**config.mk**
```make
export PLATFORM = sky130hd
export DESIGN_NAME = morse_encoder
export DESIGN_NICKNAME = d
export VERILOG_FILES = /design/src/rtl/morse_encoder.sv
export SDC_FILE = /design/constraint.sdc
export NUM_CORES = 1
export LEC_CHECK = 0
export ABC_AREA = 1
export ABC_CLOCK_PERIOD_IN_PS = 3000
export CAP_MARGIN = 20
export CORE_UTILIZATION = 60
export CTS_CLUSTER_DIAMETER = 200
export DETAILED_ROUTE_END_ITERATION = 7
export PLACE_DENSITY = 0.89
export SLEW_MARGIN = 20
export SYNTH_ARGS = -nofsm -noshare
export SYNTH_HDL_FRONTEND = slang
export SYNTH_SLANG_ARGS = --single-unit
```
**constraint.sdc**
```tcl
create_clock -name clk_i -period 3 [get_ports clk_i]
set_clock_uncertainty 0.2 [all_clocks]
set_input_delay 0.6 -clock clk_i [delete_from_list [all_inputs] [get_ports clk_i]]
set_output_delay 0.6 -clock clk_i [all_outputs]
set_load 0.03 [all_outputs]
```
**src/rtl/morse_encoder.sv**
```systemverilog
// Morse keyer: pops ASCII bytes from a FWFT FIFO and keys them
// out on morse_o with dot/dash/gap timing built from UNIT_TICKS.
module morse_encoder #(
  parameter int WORD_BITS  = 8,
  parameter int UNIT_TICKS = 10000000
) (
  input  logic                 clk_i,
  input  logic                 reset_i,
  input  logic                 empty_i,
  input  logic [WORD_BITS-1:0] rdata_i,
  output logic                 read_o,
  output logic                 morse_o,
  output logic                 busy_o
);

  localparam int TW = (UNIT_TICKS > 2) ? $clog2(UNIT_TICKS) : 1;
  localparam logic [TW-1:0] TICK_MAX = TW'(UNIT_TICKS - 1);

  typedef enum logic [2:0] {
    IDLE,
    LOOKUP,
    MARK,
    SPACE,
    GAP
  } state_t;

  state_t      state_q;
  state_t      state_d;
  logic [7:0]  char_q;
  logic [TW-1:0] tick_q;
  logic [2:0]  units_q;
  logic [2:0]  units_d;
  logic [2:0]  len_q;
  logic [4:0]  pat_q;
  logic [2:0]  idx_q;
  logic        morse_d;
  logic        busy_d;

  logic [7:0]  fold;
  logic [7:0]  lk;
  logic [2:0]  lk_len;
  logic [4:0]  lk_pat;
  logic [4:0]  lk_pat_l;
  logic        is_sym;
  logic        is_space;
  logic        unit_end;
  logic        last_unit;

  assign fold = (char_q >= 8'h61 && char_q <= 8'h7a)
              ? char_q - 8'h20 : char_q;

  // {len, pattern right-aligned, 1 = dash}
  always_comb begin
    lk = 8'h00;
    case (fold)
      8'h41: lk = {3'd2, 5'b00001};
      8'h42: lk = {3'd4, 5'b01000};
      8'h43: lk = {3'd4, 5'b01010};
      8'h44: lk = {3'd3, 5'b00100};
      8'h45: lk = {3'd1, 5'b00000};
      8'h46: lk = {3'd4, 5'b00010};
      8'h47: lk = {3'd3, 5'b00110};
      8'h48: lk = {3'd4, 5'b00000};
      8'h49: lk = {3'd2, 5'b00000};
      8'h4a: lk = {3'd4, 5'b00111};
      8'h4b: lk = {3'd3, 5'b00101};
      8'h4c: lk = {3'd4, 5'b00100};
      8'h4d: lk = {3'd2, 5'b00011};
      8'h4e: lk = {3'd2, 5'b00010};
      8'h4f: lk = {3'd3, 5'b00111};
      8'h50: lk = {3'd4, 5'b00110};
      8'h51: lk = {3'd4, 5'b01101};
      8'h52: lk = {3'd3, 5'b00010};
      8'h53: lk = {3'd3, 5'b00000};
      8'h54: lk = {3'd1, 5'b00001};
      8'h55: lk = {3'd3, 5'b00001};
      8'h56: lk = {3'd4, 5'b00001};
      8'h57: lk = {3'd3, 5'b00011};
      8'h58: lk = {3'd4, 5'b01001};
      8'h59: lk = {3'd4, 5'b01011};
      8'h5a: lk = {3'd4, 5'b01100};
      8'h30: lk = {3'd5, 5'b11111};
      8'h31: lk = {3'd5, 5'b01111};
      8'h32: lk = {3'd5, 5'b00111};
      8'h33: lk = {3'd5, 5'b00011};
      8'h34: lk = {3'd5, 5'b00001};
      8'h35: lk = {3'd5, 5'b00000};
      8'h36: lk = {3'd5, 5'b10000};
      8'h37: lk = {3'd5, 5'b11000};
      8'h38: lk = {3'd5, 5'b11100};
      8'h39: lk = {3'd5, 5'b11110};
      default: lk = 8'h00;
    endcase
  end

  assign lk_len   = lk[7:5];
  assign lk_pat   = lk[4:0];
  // left-align so the current element is always pat_q[4]
  assign lk_pat_l = lk_pat << (3'd5 - lk_len);
  assign is_sym   = (lk_len != 3'd0);
  assign is_space = (char_q == 8'h20);

  assign unit_end  = (tick_q == '0);
  assign last_unit = unit_end && (units_q == 3'd1);

  assign read_o = (state_q == IDLE) && !empty_i;

  always_ff @(posedge clk_i or posedge reset_i) begin
    if (reset_i) state_q <= IDLE;
    else         state_q <= state_d;
  end

  always_comb begin
    state_d = state_q;
    unique case (state_q)
      IDLE:   if (!empty_i) state_d = LOOKUP;
      LOOKUP: begin
        unique case (1'b1)
          is_sym:   state_d = MARK;
          is_space: state_d = GAP;
          default:  state_d = IDLE;
        endcase
      end
      MARK: begin
        if (last_unit)
          state_d = (idx_q == len_q - 3'd1) ? GAP : SPACE;
      end
      SPACE:  if (last_unit) state_d = MARK;
      GAP:    if (last_unit) state_d = IDLE;
      default: state_d = IDLE;
    endcase
  end

  always_comb begin
    units_d = 3'd0;
    case (state_d)
      MARK: begin
        if (state_q == LOOKUP) units_d = lk_pat_l[4] ? 3'd3 : 3'd1;
        else                   units_d = pat_q[3]    ? 3'd3 : 3'd1;
      end
      SPACE:   units_d = 3'd1;
      GAP:     units_d = (state_q == LOOKUP) ? 3'd7 : 3'd3;
      default: units_d = 3'd0;
    endcase
  end

  always_ff @(posedge clk_i or posedge reset_i) begin
    if (reset_i) begin
      tick_q  <= '0;
      units_q <= 3'd0;
    end else if (state_d != state_q) begin
      tick_q  <= TICK_MAX;
      units_q <= units_d;
    end else if (state_q != IDLE) begin
      if (unit_end) begin
        tick_q  <= TICK_MAX;
        units_q <= units_q - 3'd1;
      end else begin
        tick_q  <= tick_q - 1'b1;
      end
    end
  end

  always_ff @(posedge clk_i or posedge reset_i) begin
    if (reset_i) begin
      char_q <= 8'h00;
      len_q  <= 3'd0;
      pat_q  <= 5'd0;
      idx_q  <= 3'd0;
    end else begin
      if (read_o)
        char_q <= rdata_i[7:0];
      if (state_q == LOOKUP) begin
        len_q <= lk_len;
        pat_q <= lk_pat_l;
        idx_q <= 3'd0;
      end else if (state_q == SPACE && state_d == MARK) begin
        pat_q <= pat_q << 1;
        idx_q <= idx_q + 3'd1;
      end
    end
  end

  // morse follows the MARK state one cycle later; busy tracks the new state
  always_comb begin
    morse_d = (state_q == MARK);
    busy_d  = (state_d != IDLE);
  end

  always_ff @(posedge clk_i or posedge reset_i) begin
    if (reset_i) begin
      morse_o <= 1'b0;
      busy_o  <= 1'b0;
    end else begin
      morse_o <= morse_d;
      busy_o  <= busy_d;
    end
  end

endmodule
```
After elaboration in Yosys (flattened, before gate mapping). Memory sizes are Yosys's and may differ from the RTL's. Index checks and enable logic that the tools add are counted.

Memories: 1. Register bits: 50. Memory bits (read-only): 1024. Logic and storage cells: 68. Output and inout bits: 3.

Reduce and logical (&&, ||, !) cells: 14. Shifts and indexed selects: 1. Muxes and demuxes: 24. Magnitude comparators: 2. Add/subtract/negate cells: 6. Equal/unequal tests: 11.

Memory list: (no name shown) (depth 128, bits a word 8, rd ports 1, clocked after memory_dff 0, write ports 0, line 55) `case (fold)`.

Operators by type and width (count): 24-bit two-way mux (3); 3-bit two-way mux (11); 24-bit zero test (1); 24-bit by 1-bit subtractor with 24-bit output (second input constant) (1); 8-bit two-way mux (2); 3-bit one-hot mux with 5 select lines (1); 3-bit by 2-bit == test with 1-bit output (second input constant) (4); 3-bit one-hot mux with 3 select lines (1); 3-bit nonzero test (3); 8-bit by 6-bit == test with 1-bit output (second input constant) (1); 8-bit by 7-bit greater-or-equal comparator with 1-bit output (second input constant) (1); 8-bit by 7-bit less-or-equal comparator with 1-bit output (second input constant) (1); 4-bit two-way mux (2); 8-bit by 6-bit subtractor with 8-bit output (second input constant) (1); 3-bit by 1-bit == test with 1-bit output (second input constant) (2); 3-bit == test (second input constant) (2); 2-bit two-way mux (3); 3-bit one-hot mux with 2 select lines (1); 2-bit nonzero test (3); 3-bit by 1-bit subtractor with 3-bit output (second input constant) (2); 5-bit by 3-bit left shift with 5-bit output (1); 1-bit logical AND (4); 3-bit by 1-bit adder with 3-bit output (second input constant) (1); 3-bit == test (1); other kinds (5) (5).

Depth between registers and ports, before layout. An unclocked memory read counts as a cell.

Depth after elaboration: 12. Gate-level depth with buffers: 19. Gate-level depth less buffers: 19.

Worst setup path after synthesis. No wires, ideal clock.

Path type: register -> register. Start point: reg char_q[1]. End point: reg pat_q[2]. Library setup time: 0.077 ns. Period minus slack after synthesis: 2.445 ns. Arrival time: 2.168 ns. Stages on the path, launching flop included: 18. Setup slack: 0.555 ns. Cells stage by stage: dfrtp_1 inv_1 ha_1 inv_1 nand2_1 nor2_1 nor2_2 nand3_1 nand2_2 nand2_1 nand3_2 nand2_1 nand2_2 a21oi_2 nand3_2 nand2_4 nor2_1 a21oi_1.

Word-level cells in the longest chain between the ends: 11. Elaborated cells between the ends (all ways): 17. Those cells by class: 2 x add/sub; 2 x order compare; 2 x eq/ne; 1 x shift; 5 x mux; 4 x reduce/logical; 1 x memory.

Ends and longest elaborated chain: from (decl) (line 29) `logic [7:0] char_q;`; from (signal assigned) (line 172) `char_q <= rdata_i[7:0];`; 8-bit by 7-bit greater-or-equal comparator with 1-bit output / 8-bit by 7-bit less-or-equal comparator with 1-bit output (equally long branches) (line 49) `assign fold = (char_q >= 8'h61 && char_q <= 8'h7a)`; 1-bit logical AND (line 49); 8-bit two-way mux (line 50) `? char_q - 8'h20 : char_q;`; memory 128 x 8 bit; 8-bit two-way mux (line 55); 3-bit nonzero test (line 100) `assign is_sym = (lk_len != 3'd0);`; 3-bit one-hot mux with 2 select lines (line 118) `unique case (1'b1)`; 3-bit one-hot mux with 5 select lines (line 115) `unique case (state_q)`; 3-bit by 2-bit == test with 1-bit output (line 177) `end else if (state_q == SPACE && state_d == MARK) begin`; 1-bit logical AND (line 177); 2-bit nonzero test (no source line); to (signal assigned) (line 175) `pat_q <= lk_pat_l;`; to (signal assigned) (line 178) `pat_q <= pat_q << 1;`; to (decl) (line 34) `logic [4:0] pat_q;`.

Several ways; a longest one is shown, not always the timed one. A chain may end at the register's enable or synchronous reset.

Worst setup path in the final report. Ends and elaborated chain as after synthesis.

==> flow_results.xml <==
<?xml version="1.0" encoding="UTF-8"?>
<metrics>
  <group name="sta">
    <metric name="max_slew.worst_pin.slew" unit="ns">0.656</metric>
    <metric name="slew-limit-headroom" unit="">0.563</metric>
    <metric name="rsz0062_at_grt" unit="">true</metric>
    <metric name="setup_viols_final" unit="">0</metric>
    <metric name="finalHoldViolations" unit="">0</metric>
    <metric name="timing.final.crit_period" unit="ns">2.77</metric>
    <metric name="fmaxAchievable" unit="MHz">361</metric>
    <metric name="timing.final.crit_share" unit="">0.923</metric>
    <metric name="final_max_slew_viol_count" unit="">0</metric>
    <metric name="timing.setup.tns" unit="ns">0</metric>
  </group>
  <group name="layout">
    <metric name="layout.cells.most_common_list" unit="">nand2_1 (113), nor2_1 (79), inv_1 (50)</metric>
    <metric name="diodes" unit="">0</metric>
    <metric name="fillerInstances" unit="">472</metric>
    <metric name="leading_cell_type_in_the_layout_fill_and_taps_excluded" unit="">nand2_1</metric>
    <metric name="flow.area_growth_from_synthesis" unit="%">8.79</metric>
    <metric name="fin_nets" unit="">562</metric>
    <metric name="final_cell_area_excluding_filler_cells" unit="sq mm">0.00398</metric>
    <metric name="drive_gt1_frac" unit="">0.125</metric>
    <metric name="final_core_utilization" unit="">0.676</metric>
  </group>
  <group name="detailed_routing">
    <metric name="drt_wl_total" unit="mm">8.34</metric>
    <metric name="detail-route-antenna-nets" unit="">0</metric>
    <metric name="dr.first_iter.drc_count" unit="">312</metric>
    <metric name="number_of_vias_after_detailed_routing" unit="">3445</metric>
    <metric name="post_drt_via_cell_ratio" unit="">5.63</metric>
    <metric name="drt-pass1-iter-count" unit="">5</metric>
    <metric name="post_drt_wl_per_cell" unit="um">13.6</metric>
    <metric name="drc" unit="">0</metric>
  </group>
  <group name="die">
    <metric name="placeableCoreArea" unit="sq mm">0.00589</metric>
    <metric name="io_pins" unit="">14</metric>
    <metric name="die-area" unit="sq mm">0.00642</metric>
    <metric name="num_rows" unit="">28</metric>
    <metric name="start_util" unit="">0.622</metric>
    <metric name="die_w" unit="um">80.1</metric>
    <metric name="die_h" unit="um">80.1</metric>
  </group>
  <group name="global_route">
    <metric name="grt_most_used_layer" unit="">met2</metric>
    <metric name="grt_first_pass_wirelength" unit="mm">14.0</metric>
    <metric name="grt_usage" unit="">0.279</metric>
    <metric name="grt_max_degree" unit="">51</metric>
    <metric name="first_global_vias" unit="">3148</metric>
    <metric name="grtUsageMet2" unit="">0.436</metric>
    <metric name="use_met3" unit="">0.0625</metric>
    <metric name="grt.overflow.total" unit="">0</metric>
    <metric name="gr-usage-met1" unit="">0.378</metric>
    <metric name="antenna_found_initial" unit="">0</metric>
  </group>
  <group name="yosys">
    <metric name="syn_avg_cell_area" unit="sq um">7.09</metric>
    <metric name="synth_warnings" unit="">0</metric>
    <metric name="synth_cells" unit="">516</metric>
    <metric name="syn_area" unit="sq mm">0.00366</metric>
    <metric name="synth.yosys.seq_area_share" unit="">0.342</metric>
    <metric name="synth.area.top_cells" unit="">dfrtp_1 (34%), nand2_1 (12%), nor2_1 (8.1%)</metric>
    <metric name="synthDominantCellAreaShare" unit="">0.342</metric>
    <metric name="synth_fp_nets" unit="">541</metric>
    <metric name="yosysTopAreaCell" unit="">dfrtp_1</metric>
    <metric name="ys_ff_latch" unit="">50</metric>
    <metric name="synth_cell_type_count" unit="">42</metric>
  </group>
  <group name="setup_path">
    <metric name="critPathSlowestCell" unit="">dfrtp_1</metric>
    <metric name="cp-start-kind" unit="">register</metric>
    <metric name="worst_path_fanout_max" unit="">7</metric>
    <metric name="cp_common_cell" unit="">nand2_2</metric>
    <metric name="timing.critical_path.arrival" unit="ns">2.80</metric>
    <metric name="path_cells" unit="">inv_1, ha_1, inv_1, nand2_1, inv_2, nand2_2, nand3_2, nand2_2, inv_2, nor2_1, nand3_1, nand2_1, nand2_2, a21oi_2, nand3_4, nand2_4, nor2_1, a21oi_1</metric>
    <metric name="worst_setup_path_end_kind" unit="">register</metric>
    <metric name="cp_slowest_stage_delay" unit="ns">0.38</metric>
    <metric name="cp.required" unit="ns">3.03</metric>
    <metric name="critical_setup_path_class" unit="">reg2reg</metric>
  </group>
  <group name="clock_network">
    <metric name="postCtsHoldBufs" unit="">0</metric>
    <metric name="cts_tree" unit="">built</metric>
    <metric name="worstSkewPairLatency" unit="ns">0.31</metric>
    <metric name="cts-buffers-inserted" unit="">5</metric>
    <metric name="cts.path.max_buffers" unit="">2</metric>
    <metric name="clkSinkCount" unit="">50</metric>
    <metric name="clkSlewWorstSetupHoldPaths" unit="ns">0.09</metric>
    <metric name="cts_root_buffer" unit="">clkbuf_8</metric>
    <metric name="cts.htree.levels" unit="">2</metric>
  </group>
  <group name="power">
    <metric name="ir_drop" unit="mV">0.597</metric>
    <metric name="power.density_cell_area" unit="mW/mm^2">956</metric>
    <metric name="leakage_component_of_the_power" unit="uW">0.00189</metric>
  </group>
  <group name="hold_path">
    <metric name="type_of_the_tightest_min_delay_check" unit="">reg2reg</metric>
  </group>
  <group name="placement">
    <metric name="place.gp.congestion" unit="">0.957</metric>
    <metric name="numPortBuffers" unit="">13</metric>
    <metric name="place_area" unit="sq mm">0.00387</metric>
    <metric name="detailedPlacementHpwl" unit="mm">6.24</metric>
  </group>
  <group name="job">
    <metric name="cap_violations" unit="">0</metric>
  </group>
  <group name="status">
    <metric name="run_status" unit="">completed</metric>
  </group>
</metrics>
[sequential cells by signal, summed over array words and instances (netlist names)]
signal	count
busy_o	1
char_q	8
idx_q	3
len_q	3
morse_o	1
pat_q	4
state_q	3
tick_q	24
units_q	3
[timing repair]
item / in CTS / in global routing
endpoints found under the setup margin: 0 / 22
buffers inserted: 0 / 1
gates resized for setup: 0 / 2
[cell type report]
type / count / area (sq um) / share of cell area
repair buffers: 25 / 218 / 0.0547
inverters: 62 / 238 / 0.0597
flip-flops and latches: 50 / 1250 / 0.315
clock buffers: 5 / 68.8 / 0.0173
well taps: 75 / 93.8 / 0.0236
clock inverters: 2 / 15.0 / 0.00377
multi-input cells: 393 / 2100 / 0.526
[cell families (layout without fill, tap and decap cells)]
logic type	count (synthesis)	in the layout	share of synthesized area
AO/OA/AOI/OAI	78	78	0.123
XOR/XNOR	8	8	0.0191
adder cells (fa/ha/maj)	14	14	0.0479
buffers and inverters	74	94	0.0892
flip-flops	50	50	0.342
AND/OR/NAND/NOR	292	293	0.378
[stage by stage]
stage | power, uW | hold slack [ns] | cells | worst slack [ns]
global placement | 3280 | 0.287 | 603 | 0.310
CTS | 3740 | 0.300 | 610 | 0.173
floorplan | 2830 | 0.253 | 516 | 0.555
finish | 3810 | 0.299 | 612 | 0.231
global route | 4140 | 0.351 | 612 | -0.00893
detailed placement | 3330 | 0.278 | 603 | 0.202
[Yosys cell counts (all sizes together)]
cell    instances
o21bai          2
nand3          46
o22ai           6
clkbuf          2
a31oi           3
xnor2           1
inv            60
o21ai          46
ha             14
nand3b          6
o211ai          1
xor2            7
o41ai           2
o31ai           2
clkinv          2
nand4          12
buf            10
nor4            2
dfrtp          50
nand2         124
a22oi           1
a21oi          15
or2             2
nor2           88
nor3           12
[per-layer routing]
metal | up-vias | routed length, um | part of all wire
met4 | 0 | 131 | 0.016
met2 | 105 | 3810 | 0.46
li1 | 1724 | - | -
met3 | 12 | 457 | 0.055
met5 | - | 0 | 0
met1 | 1604 | 3940 | 0.47
[path summary, 6_finish.rpt]
kind / start / endpoint / slack [ns] / depth (start not counted)
worst max-delay path: char_q[1] / pat_q[2] / 0.23 / 18
worst min-delay path: len_q[1] / len_q[1] / 0.30 / 2
worst max register to register: char_q[1] / pat_q[2] / 0.23 / 18
worst min register to register: len_q[1] / len_q[1] / 0.30 / 2
max in group asynchronous: reset_i / char_q[0] / 1.58 / 3
min in group asynchronous: reset_i / char_q[4] / 0.57 / 3
[critical path: cells and delay by family, from the launching register on]
kind / cells / cell delay [ns]
flops: 1 / 0.38
compound gates: 2 / 0.32
buf+inv: 4 / 0.36
fa+ha+maj: 1 / 0.19
simple gates: 11 / 1.25
[power breakdown]
part | switching (uW) | internal, uW
Clock | 234 | 160
Sequential | 174 | 856
Combinational | 1590 | 788
No activity file was read; power rests on OpenSTA's default activity.
